===== config.mk =====
export PLATFORM = sky130hd
export DESIGN_NAME = mc_ctrl
export DESIGN_NICKNAME = d
export VERILOG_FILES = /design/src/rtl/mc_ctrl_pkg.sv /design/src/rtl/mc_ctrl_decode.sv /design/src/rtl/mc_ctrl.sv
export SDC_FILE = /design/constraint.sdc
export NUM_CORES = 1
export LEC_CHECK = 0
export ABC_AREA = 1
export CAP_MARGIN = 20
export CORE_UTILIZATION = 36
export CTS_CLUSTER_DIAMETER = 30
export CTS_CLUSTER_SIZE = 16
export DETAILED_ROUTE_END_ITERATION = 6
export PLACE_DENSITY = 0.79
export SYNTH_ARGS = -nofsm -noshare
export SYNTH_HDL_FRONTEND = slang
export SYNTH_SLANG_ARGS = --single-unit

===== constraint.sdc =====
create_clock -name clk -period 1.38 [get_ports clk]
set_input_delay 0.138 -clock clk [delete_from_list [all_inputs] [get_ports clk]]
set_output_delay 0.138 -clock clk [all_outputs]
set_load 0.02 [all_outputs]

===== src/rtl/mc_ctrl_pkg.sv =====
// Shared constants for the multi-cycle MIPS controller.
// NPC codes, opcodes, datapath selects, state encodings.
package mc_ctrl_pkg;

  localparam logic [2:0] NPC_PC4    = 3'd0;
  localparam logic [2:0] NPC_BRANCH = 3'd1;
  localparam logic [2:0] NPC_JUMP   = 3'd2;
  localparam logic [2:0] NPC_JR     = 3'd3;

  localparam logic [5:0] OP_RTYPE = 6'h00;
  localparam logic [5:0] OP_ORI   = 6'h0D;
  localparam logic [5:0] OP_LUI   = 6'h0F;
  localparam logic [5:0] OP_LW    = 6'h23;
  localparam logic [5:0] OP_SW    = 6'h2B;
  localparam logic [5:0] OP_BEQ   = 6'h04;
  localparam logic [5:0] OP_JAL   = 6'h03;

  localparam logic [5:0] FN_ADDU = 6'h21;
  localparam logic [5:0] FN_SUBU = 6'h23;
  localparam logic [5:0] FN_JR   = 6'h08;
  localparam logic [5:0] FN_NOP  = 6'h00;

  localparam logic [2:0] ALU_ADD = 3'd0;
  localparam logic [2:0] ALU_SUB = 3'd1;
  localparam logic [2:0] ALU_OR  = 3'd2;

  localparam logic [1:0] EXT_ZERO = 2'd0;
  localparam logic [1:0] EXT_SIGN = 2'd1;
  localparam logic [1:0] EXT_LUI  = 2'd2;

  localparam logic [1:0] A3_RT = 2'd0;
  localparam logic [1:0] A3_RD = 2'd1;
  localparam logic [1:0] A3_RA = 2'd2;

  localparam logic [1:0] WD_ALU = 2'd0;
  localparam logic [1:0] WD_DM  = 2'd1;
  localparam logic [1:0] WD_PC4 = 2'd2;

  typedef enum logic [3:0] {
    S_FETCH  = 4'd0,
    S_DECODE = 4'd1,
    S_EXEC   = 4'd2,
    S_MEM_RD = 4'd3,
    S_MEM_WR = 4'd4,
    S_WB_ALU = 4'd5,
    S_WB_MEM = 4'd6
  } state_t;

  typedef struct packed {
    logic rtype_alu;
    logic ori;
    logic lui;
    logic lw;
    logic sw;
    logic beq;
    logic jal;
    logic jr;
    logic nop;
    logic illegal;
  } iclass_t;

endpackage


===== src/rtl/mc_ctrl_decode.sv =====
// Instruction classifier: op/funct to a one-hot class.
// Exactly one class bit is set for any op/funct pair.
module mc_decode
  import mc_ctrl_pkg::*;
(
  input  logic [5:0] op,
  input  logic [5:0] funct,
  output iclass_t    cls
);

  always_comb begin
    cls = '0;
    case (op)
      OP_RTYPE: begin
        case (funct)
          FN_ADDU,
          FN_SUBU: cls.rtype_alu = 1'b1;
          FN_JR:   cls.jr        = 1'b1;
          FN_NOP:  cls.nop       = 1'b1;
          default: cls.illegal   = 1'b1;
        endcase
      end
      OP_ORI:  cls.ori     = 1'b1;
      OP_LUI:  cls.lui     = 1'b1;
      OP_LW:   cls.lw      = 1'b1;
      OP_SW:   cls.sw      = 1'b1;
      OP_BEQ:  cls.beq     = 1'b1;
      OP_JAL:  cls.jal     = 1'b1;
      default: cls.illegal = 1'b1;
    endcase
  end

endmodule


===== src/rtl/mc_ctrl.sv =====
// Multi-cycle MIPS main controller with IM/DM ready handshake.
// Optional retired-instruction counter: MC_CTRL_INSTRET_EN.
module mc_ctrl
  import mc_ctrl_pkg::*;
#(
  parameter int INSTRET_W = 32
)
(
  input  logic       clk,
  input  logic       reset,
  input  logic [5:0] op,
  input  logic [5:0] funct,
  input  logic       im_ready,
  input  logic       dm_ready,
  output logic       im_req,
  output logic       ir_we,
  output logic       pc_we,
  output logic [2:0] npc_sel,
  output logic       grf_we,
  output logic [1:0] a3_sel,
  output logic [1:0] wd_sel,
  output logic [1:0] ext_op,
  output logic       alub_sel,
  output logic [2:0] alu_op,
  output logic       dm_re,
  output logic       dm_we,
  output logic       illegal,
  output logic [3:0] state
`ifdef MC_CTRL_INSTRET_EN
  ,
  output logic [INSTRET_W-1:0] instret
`endif
);

  state_t  state_q;
  state_t  state_d;
  iclass_t cls;

  mc_decode u_decode (
    .op    (op),
    .funct (funct),
    .cls   (cls)
  );

  always_ff @(posedge clk) begin
    if (reset) state_q <= S_FETCH;
    else       state_q <= state_d;
  end

  always_comb begin
    state_d = state_q;
    case (state_q)
      S_FETCH:  if (im_ready) state_d = S_DECODE;
      S_DECODE: begin
        if (cls.nop | cls.illegal | cls.jal | cls.jr)
          state_d = S_FETCH;
        else
          state_d = S_EXEC;
      end
      S_EXEC: begin
        unique case (1'b1)
          cls.lw:  state_d = S_MEM_RD;
          cls.sw:  state_d = S_MEM_WR;
          cls.rtype_alu,
          cls.ori,
          cls.lui: state_d = S_WB_ALU;
          default: state_d = S_FETCH;
        endcase
      end
      S_MEM_RD: if (dm_ready) state_d = S_WB_MEM;
      S_MEM_WR: if (dm_ready) state_d = S_FETCH;
      S_WB_ALU: state_d = S_FETCH;
      S_WB_MEM: state_d = S_FETCH;
      default:  state_d = S_FETCH;
    endcase
  end

  always_comb begin
    im_req   = 1'b0;
    ir_we    = 1'b0;
    pc_we    = 1'b0;
    npc_sel  = NPC_PC4;
    grf_we   = 1'b0;
    a3_sel   = A3_RT;
    wd_sel   = WD_ALU;
    ext_op   = EXT_ZERO;
    alub_sel = 1'b0;
    alu_op   = ALU_ADD;
    dm_re    = 1'b0;
    dm_we    = 1'b0;
    illegal  = 1'b0;
    if (!reset) begin
      case (state_q)
        S_FETCH: begin
          im_req = 1'b1;
          ir_we  = im_ready;
        end
        S_DECODE: begin
          unique case (1'b1)
            cls.nop: pc_we = 1'b1;
            cls.illegal: begin
              illegal = 1'b1;
              pc_we   = 1'b1;
            end
            cls.jal: begin
              grf_we  = 1'b1;
              a3_sel  = A3_RA;
              wd_sel  = WD_PC4;
              pc_we   = 1'b1;
              npc_sel = NPC_JUMP;
            end
            cls.jr: begin
              pc_we   = 1'b1;
              npc_sel = NPC_JR;
            end
            default: ;
          endcase
        end
        S_EXEC: begin
          unique case (1'b1)
            cls.rtype_alu: begin
              alu_op = (funct == FN_SUBU) ? ALU_SUB : ALU_ADD;
            end
            cls.ori: begin
              ext_op   = EXT_ZERO;
              alub_sel = 1'b1;
              alu_op   = ALU_OR;
            end
            cls.lui: begin
              ext_op   = EXT_LUI;
              alub_sel = 1'b1;
            end
            cls.lw,
            cls.sw: begin
              ext_op   = EXT_SIGN;
              alub_sel = 1'b1;
            end
            cls.beq: begin
              alu_op  = ALU_SUB;
              pc_we   = 1'b1;
              npc_sel = NPC_BRANCH;
            end
            default: ;
          endcase
        end
        S_MEM_RD: dm_re = 1'b1;
        S_MEM_WR: begin
          dm_we = 1'b1;
          pc_we = dm_ready;
        end
        S_WB_ALU: begin
          grf_we = 1'b1;
          wd_sel = WD_ALU;
          a3_sel = cls.rtype_alu ? A3_RD : A3_RT;
          pc_we  = 1'b1;
        end
        S_WB_MEM: begin
          grf_we = 1'b1;
          wd_sel = WD_DM;
          a3_sel = A3_RT;
          pc_we  = 1'b1;
        end
        default: ;
      endcase
    end
  end

  assign state = state_q;

`ifdef MC_CTRL_INSTRET_EN
  logic [INSTRET_W-1:0] instret_q;

  always_ff @(posedge clk) begin
    if (reset)
      instret_q <= '0;
    else if (pc_we && !illegal)
      instret_q <= instret_q + INSTRET_W'(1);
  end

  assign instret = instret_q;
`endif

endmodule

After elaboration in Yosys (flattened, before gate mapping)
Cells that the tools add are included.
{"block": "classes", "n_div": 0, "n_addsub": 0, "bitwise_logic": 3, "reduce_logical": 12, "n_eq_ne": 18, "muxes": 57, "n_mul": 0, "shift": 0, "order_cmp": 0}
{"cell": "$mux 1", "count": 33}
{"cell": "$eq 6x6->1 const B", "count": 4}
{"cell": "$mux 2", "count": 10}
{"cell": "$pmux 2 s2", "count": 5}
{"cell": "$pmux 4 s5", "count": 1}
{"cell": "$eq 6x4->1 const B", "count": 3}
{"cell": "$eq 4x3->1 const B", "count": 3}
{"cell": "$logic_not 6->1", "count": 2}
{"cell": "$mux 4", "count": 3}
{"cell": "$reduce_or 4->1", "count": 3}
{"cell": "$pmux 3 s3", "count": 1}
{"cell": "$eq 4x2->1 const B", "count": 2}
{"cell": "$eq 6x2->1 const B", "count": 1}
{"cell": "$eq 6x3->1 const B", "count": 1}
{"cell": "$ne 2x2->1 const B", "count": 3}
{"cell": "$pmux 2 s3", "count": 1}
{"cell": "$reduce_or 2->1", "count": 3}
{"cell": "$reduce_or 6->1", "count": 1}
{"cell": "$eq 4x1->1 const B", "count": 1}
{"cell": "$logic_not 4->1", "count": 1}
{"cell": "$pmux 1 s2", "count": 2}
{"cell": "$pmux 1 s4", "count": 1}
{"cell": "$or 1x1->1", "count": 3}
{"cell": "$reduce_and 3->1", "count": 1}
{"cell": "$reduce_or 3->1", "count": 1}
{"block": "word_totals", "inputBits": 16, "latchBits": 0, "mem_bits_rw": 0, "mem_bits_ro": 0, "wordCells": 91, "out_inout_bits": 24, "ff_bits": 4, "memories": 0}

Depth between registers and ports, before layout
Gate-level depths: netlist of the first run.
{"block": "depth", "word_depth": 9, "mapped_depth": 10, "mapped_depth_nobuf": 10}

Hierarchy
Synthesis of the first run repeated with hierarchy kept, for this count alone.
{"block": "hier_totals", "cells_unflattened": 133, "hier_area_um2": 696.9}
{"module": "mc_ctrl", "seq_area_each_um2": 60.1, "cells_per_inst": 89, "instances": 1, "area_per_inst_um2": 481.7}
{"module": "mc_decode", "seq_area_each_um2": 0.0, "cells_per_inst": 44, "instances": 1, "area_per_inst_um2": 215.2}

Worst setup path before layout of the first run
No wires, ideal clock.
{"block": "synth_path", "path_kind": "reg2out", "start": "register state_q[0], in the netlist state[0]", "end": "output wd_sel[1]", "path_slack_ps": -321, "stages_incl_launch_ff": 6, "arrival_time_ps": 1563, "n_path_buf": 1, "t_required_ps": 1242, "cell_sequence": "dfxtp_1 -> inv_1 -> nor3_2 -> nand4_1 -> nor2_1 -> buf_4"}
{"block": "synth_via", "elab_chain_cells": 3, "elab_cells_between_ends": 4, "cone_classes": "eq/ne: 2; mux: 2"}
{"item": "from (decl)", "line": "mc_ctrl.sv:35", "source": "state_t state_q;"}
{"item": "from (signal assigned)", "line": "mc_ctrl.sv:47", "source": "else state_q <= state_d;"}
{"item": "$eq 4x3->1 / $eq 4x1->1 (equally long branches)", "line": "mc_ctrl.sv:93", "source": "case (state_q)"}
{"item": "$pmux 2 s2 (*)", "line": "mc_ctrl.sv:93"}
{"item": "$mux 2 (*)", "line": "mc_ctrl.sv:92", "source": "if (!reset) begin"}
{"item": "to (decl)", "line": "mc_ctrl.sv:21", "source": "output logic [1:0] wd_sel,"}
Mark *: on every way between the ends. The rest lies on a longest branch, timed or not.

Worst setup path in the final report of the first run
{"block": "layout_path", "start": "input funct[1]", "end": "output pc_we"}
{"block": "layout_via", "elab_chain_cells": 8, "elab_cells_between_ends": 14, "cone_classes": "eq/ne: 3; mux: 8; reduce/logical: 3"}
{"item": "from (decl)", "line": "mc_ctrl.sv:12", "source": "input logic [5:0] funct,"}
{"item": "$eq 6x6->1 (tied with other cells)", "line": "mc_ctrl_decode.sv:15", "source": "case (funct)"}
{"item": "$reduce_or 4->1 (no line)"}
{"item": "$mux 1", "line": "mc_ctrl_decode.sv:15"}
{"item": "$pmux 1 s2", "line": "mc_ctrl_decode.sv:13", "source": "case (op)"}
{"item": "$reduce_or 4->1 (no line) (*)"}
{"item": "$mux 1 (*)", "line": "mc_ctrl.sv:99", "source": "unique case (1'b1)"}
{"item": "$pmux 1 s4 (*)", "line": "mc_ctrl.sv:93"}
{"item": "$mux 1 (*)", "line": "mc_ctrl.sv:92"}
{"item": "to (decl)", "line": "mc_ctrl.sv:17", "source": "output logic pc_we,"}
Marks and branches as above.

==> results.sh, run 1 <==
export IMPL_status="finished, violations left"
export IMPL_violations="design-rule violations, negative setup slack"
export IMPL_cap_violations=0
export IMPL_wl_per_cell_um=17.5
export IMPL_fin_worst_skew_ns=0.00303
export IMPL_vdd_drop_max_mv=1.02
export IMPL_largest_reg_flops=3
export IMPL_drc_errors=2
export IMPL_die_y_um=44.1
export IMPL_yosysWarnings=0
export IMPL_firstDrtPassIters=7
export IMPL_synth_top_area_share_pct=14.1
export IMPL_synthTopCellsByArea="nor2_1 14%, nand2_1 12%, inv_1 11%"
export IMPL_crit_chain="dlygate4sd2_1 > nor2_2 > nand2_1 > nor2_1 > nand2_1 > nand2_1 > nor2_1 > nand2_1 > nand2_1 > a21oi_2 > buf_4"
export IMPL_slew_violations=0
export IMPL_hold_class="input port to flop"
export IMPL_cts_tree="yes"
export IMPL_gp_congestion=0.826
export IMPL_htree_levels=1
export IMPL_fin_ws_ns=-0.260
export IMPL_cts_made_buffers=3
export IMPL_intPower_uw=441
export IMPL_p_seq_share_pct=16.4
export IMPL_layout_drive_gt1_share_pct=56.0
export IMPL_io_pin_count=40
export IMPL_timing_rr_start="state[2]$_SDFFE_PP0P_"
export IMPL_hpwl_mm=1.81
export IMPL_fin_crit_sh_pct=119
export IMPL_ys_flop_type="dfxtp_1"
export IMPL_ant_nets=0
export IMPL_cp_start_kind="input port"
export IMPL_synth_compound_area_share_pct=13.6
export IMPL_swShare_pct=46.1
export IMPL_synth_most_common_cell="nor2_1"
export IMPL_clkPwrFrac_pct=20.8
export IMPL_setup_viol_count_final=17
export IMPL_slowest_stage="dlygate4sd2_1"
export IMPL_fin_tns_setup_ns=-1.76
export IMPL_synth_async_reset_ratio_pct=0
export IMPL_avgViaCountPerCell=5.63
export IMPL_wirelength_mm=3.65
export IMPL_synth_xor_area_share_pct=0
export IMPL_area_growth_pct=119
export IMPL_p_total_uw=818
export IMPL_min_to="state[1]$_SDFFE_PP0P_"
export IMPL_cp_arrival_ns=1.50
export IMPL_grt_overflow=0
export IMPL_yosysTopAreaCell="nor2_1"
export IMPL_p_per_area_mw_per_mm2=586
export IMPL_synth_edf_count=0
export IMPL_synthCells=120
export IMPL_cts_hold_buf=0
export IMPL_cp_top_family="simple AND/OR/NAND/NOR gates"
export IMPL_synthDistinctLibCells=24
export IMPL_crit_required_ns=1.24
export IMPL_crit_buf_inv=2
export IMPL_core_area_mm2=0.00158
export IMPL_grt_max_degree=11
export IMPL_root_buffer="clkbuf_4"
export IMPL_portBuffers=36
export IMPL_cp_end_kind="output port"
export IMPL_fmax_ghz=0.610
export IMPL_clk_path_buf_depth=2
export IMPL_grt_use_total_pct=35.8
export IMPL_clock_sinks=3
export IMPL_drtIter0Drc=71
export IMPL_grt_pass1_wl_mm=5.06
export IMPL_vias=1176
export IMPL_grt_pass1_vias=1195
export IMPL_rr_endpoint="state[2]$_SDFFE_PP0P_"
export IMPL_r2r_cells=8
export IMPL_synth_top_cells_by_count="24 x nor2_1, 21 x nand2_1, 19 x inv_1"
export IMPL_syn_cell_area_um2=637
export IMPL_p_leak_nw=0.691
export IMPL_final_hold_viol_count=0
export IMPL_p_sw_uw=377
export IMPL_crit_fanout=3
export IMPL_rows=14
export IMPL_synth_simple_gate_area_share_pct=57.0
export IMPL_cp_slowest_stage_delay_ns=0.27
export IMPL_critPathKind="input port to output port"
export IMPL_reg2reg_slack_ns=-0.09
export IMPL_min_period_ns=1.64
export IMPL_clk_latency_ns=0.25
export IMPL_start_util_pct=40.4
export IMPL_synth_top_family_by_area="simple AND/OR/NAND/NOR gates"
export IMPL_synth_seq_area_share_pct=9.43
export IMPL_die_area_mm2=0.00194
export IMPL_rsz0062_at_grt="true"
export IMPL_diodes=0
export IMPL_synth_adder_area_share_pct=0
export IMPL_final_nets=210
export IMPL_p_comb_share_pct=62.8
export IMPL_fin_util_pct=88.6
export IMPL_die_w_um=44.1
export IMPL_min_path_cells=7
export IMPL_dpl_worst_slack_ns=-0.829
export IMPL_synth_mux_area_share_pct=0
export IMPL_path_clk_slew_ns=0.04
export IMPL_grt_antenna_before_repair=0
export IMPL_avgSynthCellArea_um2=5.31
export IMPL_cpMostUsedCell="nand2_1"
export IMPL_hp_start="op[4]"
export IMPL_ys_ff_latch=3
-- how the worst max path moves through the flow --
stage	startpoint	slack [ns]	cells past startpoint	endpoint
final	funct[1]	-0.26	11	pc_we
after floorplan	state[2]$_SDFFE_PP0P_	-0.07	5	wd_sel[1]
after CTS	state[2]$_SDFFE_PP0P_	-0.15	6	pc_we
after global placement	op[5]	-0.78	11	pc_we
after detailed placement	op[5]	-0.83	11	pc_we
after global routing	funct[1]	-0.29	11	pc_we
-- power by group through the flow --
| stage | clock network, mW | logic, mW | registers [mW] |
|---|---|---|---|
| floorplan | 0 | 0.200 | 0.135 |
| global placement | 0 | 0.404 | 0.125 |
| detailed placement | 0 | 0.414 | 0.126 |
| CTS | 0.169 | 0.450 | 0.128 |
| global route | 0.173 | 0.544 | 0.136 |
| finish | 0.170 | 0.513 | 0.134 |
-- cells in the final DEF, fill, tap and decap left out, drive strengths merged --
cell type / netlist / routed
a21oi: 10 / 10
buf: 5 / 57
clkbuf: 1 / 6
clkdlybuf4s15: 0 / 2
clkdlybuf4s50: 0 / 3
conb: 1 / 3
dfxtp: 3 / 3
dlygate4sd2: 0 / 9
inv: 21 / 21
nand2: 21 / 21
nand3: 13 / 13
nand4: 2 / 2
nor2: 28 / 28
nor2b: 1 / 1
nor3: 7 / 7
nor3b: 1 / 1
nor4: 1 / 1
o21ai: 5 / 5
-- repair_timing --
item / CTS / global route
gates resized for setup: 144 / 20
setup buffers: 10 / 3
pin swaps: 17 / 11
endpoints found under the setup margin: 23 / 19
-- cells by family (layout without fill, tap and decap cells) --
kind of cell,count (synthesis),in the layout
buf+inv,27,98
other cells,1,3
flops,3,3
compound gates,15,15
simple gates,74,74
-- tightest hold or removal path, stage by stage --
cell and delay [ns]:
buf_2 0.12, nor2_1 0.06, buf_4 0.13, nand3_4 0.08, nor2_4 0.05, nor2_4 0.09, a21oi_2 0.06
-- per-layer routing --
metal	track usage [%]	vias up	routed length, µm
li1	-	524	-
met1	38.0	521	1300
met2	61.5	103	1750
met3	8.98	28	358
met4	24.8	0	245
met5	0	-	0
-- through the flow --
step	instances	hold WS (ns)	instance area, µm²
3_5_place_dp	195	0.737	1210
6_report	209	0.528	1400
3_3_place_gp	195	0.714	1210
4_1_cts	208	0.518	1330
2_1_floorplan	122	0.321	674
5_1_grt	209	0.553	1400
-- final cells by class --
cell class,count,area [µm²]
fill,89,180
timing repair buffer,73,578
sequential,3,71.3
tap,16,20.0
clock buffer,4,26.3
inverter,21,83.8
multi-input combinational,92,617
(Power assumes the default switching activity.)
==> run 2: changes to the inputs <==
--- a/config.mk
+++ b/config.mk
@@ -7,11 +7,12 @@
 export LEC_CHECK = 0
 export ABC_AREA = 1
 export CAP_MARGIN = 20
-export CORE_UTILIZATION = 36
+export CORE_UTILIZATION = 33
 export CTS_CLUSTER_DIAMETER = 30
 export CTS_CLUSTER_SIZE = 16
 export DETAILED_ROUTE_END_ITERATION = 6
-export PLACE_DENSITY = 0.79
+export PLACE_DENSITY_LB_ADDON = 0.12
+export SKIP_LAST_GASP = 1
 export SYNTH_ARGS = -nofsm -noshare
 export SYNTH_HDL_FRONTEND = slang
 export SYNTH_SLANG_ARGS = --single-unit
==> constraint.sdc (replaced) <==
create_clock -name clk -period 1.4 [get_ports clk]
set_input_delay 0.14 -clock clk [delete_from_list [all_inputs] [get_ports clk]]
set_output_delay 0.14 -clock clk [all_outputs]
set_load 0.02 [all_outputs]
==> results.sh, run 2 (synthesized netlist as in run 1, its figures left out) <==
export IMPL_min_period_ns=1.65
export IMPL_critPathKind="input port to output port"
export IMPL_fin_worst_skew_ns=0.00197
export IMPL_cts_made_buffers=3
export IMPL_hpwl_mm=1.72
export IMPL_timing_rr_start="state[1]$_SDFFE_PP0P_"
export IMPL_io_pin_count=40
export IMPL_crit_buf_inv=4
export IMPL_vdd_drop_max_mv=0.506
export IMPL_p_leak_nw=0.700
export IMPL_slew_violations=0
export IMPL_stdcell_area_mm2=0.00145
export IMPL_die_area_mm2=0.00211
export IMPL_cp_end_kind="output port"
export IMPL_fmax_ghz=0.608
export IMPL_drtIter0Drc=63
export IMPL_grt_pass1_wl_mm=3.79
export IMPL_min_to="state[1]$_SDFFE_PP0P_"
export IMPL_path_clk_slew_ns=0.04
export IMPL_cp_start_kind="input port"
export IMPL_die_w_um=45.9
export IMPL_clk_latency_ns=0.24
export IMPL_firstDrtPassIters=4
export IMPL_area_growth_pct=128
export IMPL_violations="negative setup slack"
export IMPL_start_util_pct=36.1
export IMPL_slowest_stage="dlygate4sd2_1"
export IMPL_hp_start="op[2]"
export IMPL_gp_congestion=0.782
export IMPL_grt_overflow=0
export IMPL_r2r_cells=9
export IMPL_grt_antenna_before_repair=0
export IMPL_htree_levels=1
export IMPL_fin_crit_sh_pct=118
export IMPL_setup_viol_count_final=16
export IMPL_grt_pass1_vias=955
export IMPL_portBuffers=36
export IMPL_cp_top_family="simple AND/OR/NAND/NOR gates"
export IMPL_crit_chain="dlygate4sd2_1 > buf_4 > nand2_1 > inv_1 > nand3_1 > nand2_1 > nor2_1 > nor2_2 > nand2_1 > nand2_1 > a21oi_2 > buf_4"
export IMPL_cp_arrival_ns=1.51
export IMPL_rsz0062_at_grt="true"
export IMPL_cts_tree="yes"
export IMPL_p_per_area_mw_per_mm2=546
export IMPL_grt_use_total_pct=24.5
export IMPL_status="finished, violations left"
export IMPL_layout_drive_gt1_share_pct=56.1
export IMPL_rows=15
export IMPL_crit_cells=12
export IMPL_fin_ws_ns=-0.246
export IMPL_avgViaCountPerCell=5.26
export IMPL_min_path_cells=7
export IMPL_crit_required_ns=1.26
export IMPL_clock_sinks=3
export IMPL_p_total_uw=791
export IMPL_wirelength_mm=3.28
export IMPL_core_area_mm2=0.00176
export IMPL_die_y_um=45.9
export IMPL_cpMostUsedCell="nand2_1"
export IMPL_root_buffer="clkbuf_4"
export IMPL_final_nets=215
export IMPL_cp_slowest_stage_delay_ns=0.27
export IMPL_final_hold_viol_count=0
export IMPL_final_common_cell="buf_4"
export IMPL_ant_nets=0
export IMPL_wl_per_cell_um=14.7
export IMPL_rr_endpoint="state[0]$_SDFFE_PP0P_"
export IMPL_grt_max_degree=9
export IMPL_reg2reg_slack_ns=-0.11
export IMPL_num_fill_cells=125
export IMPL_clk_path_buf_depth=2
export IMPL_final_cell_mix="51 x buf_4, 19 x nand2_1, 16 x inv_1, 13 x nor2_1, 11 x dlygate4sd2_1"
export IMPL_largest_reg_flops=3
export IMPL_vias=1172
export IMPL_diodes=0
export IMPL_drc_errors=0
export IMPL_hold_class="input port to flop"
export IMPL_cap_violations=0
export IMPL_crit_fanout=3
export IMPL_cts_hold_buf=0
export IMPL_placed_area_mm2=0.00124
-- run 2: layout make-up --
class                      count  area [µm²]  area share [%]
timing repair buffer          78         622            42.9
multi-input combinational     92         614            42.4
inverter                      21        83.8            5.79
sequential                     3        71.3            4.92
tap                           25        31.3            2.16
clock buffer                   4        26.3            1.81
-- run 2: worst max-delay path by stage --
stage,startpoint,to,slack (ns)
2_1_floorplan,state[2]$_SDFFE_PP0P_,wd_sel[1],-0.05
3_3_place_gp,op[5],pc_we,-0.76
3_5_place_dp,op[5],pc_we,-0.81
4_1_cts,state[2]$_SDFFE_PP0P_,pc_we,-0.15
5_1_grt,op[3],pc_we,-0.34
6_report,op[3],pc_we,-0.25
-- run 2: layer usage --
metal  GRT usage (%)  vias to the layer above  wire [µm]
met1            25.0                      523       1220
li1                -                      537          -
met3            2.78                       21        225
met2            51.3                       91       1690
met5               0                        -          0
met4            4.71                        0        146
-- run 2: report_power, final --
| group | internal, mW | total (mW) | switching, mW |
|---|---|---|---|
| clock | 0.107 | 0.156 | 0.0493 |
| sequential | 0.102 | 0.136 | 0.0343 |
| combinational | 0.229 | 0.498 | 0.269 |
| total | 0.438 | 0.791 | 0.353 |
-- run 2: timing repair --
| action | CTS | global route |
|---|---|---|
| setup buffers | 7 | 6 |
| gates resized for setup | 130 | 26 |
| endpoints found under the setup margin | 22 | 19 |
| pin swaps | 11 | 17 |
-- run 2: metrics by stage --
stage / TNS, ns / hold slack, ns / cells / utilization (%) / setup slack [ns]
after floorplan: -0.0739 / 0.323 / 122 / - / -0.0502
after global placement: -10.06 / 0.705 / 206 / 70.3 / -0.764
after detailed placement: -10.62 / 0.716 / 206 / 70.3 / -0.808
after CTS: -0.947 / 0.644 / 217 / 76.3 / -0.151
after global routing: -2.69 / 0.565 / 223 / 82.1 / -0.342
final: -1.90 / 0.546 / 223 / 82.1 / -0.246
-- run 2: worst reg2reg max path, stage by stage, from the launching register on --
cell and delay (ns):
dfxtp_4 0.36, inv_4 0.05, nor3_4 0.23, buf_4 0.15, buf_4 0.10, buf_4 0.11
nand3_4 0.08, nor2_4 0.14, nor3_2 0.06, a21oi_1 0.14
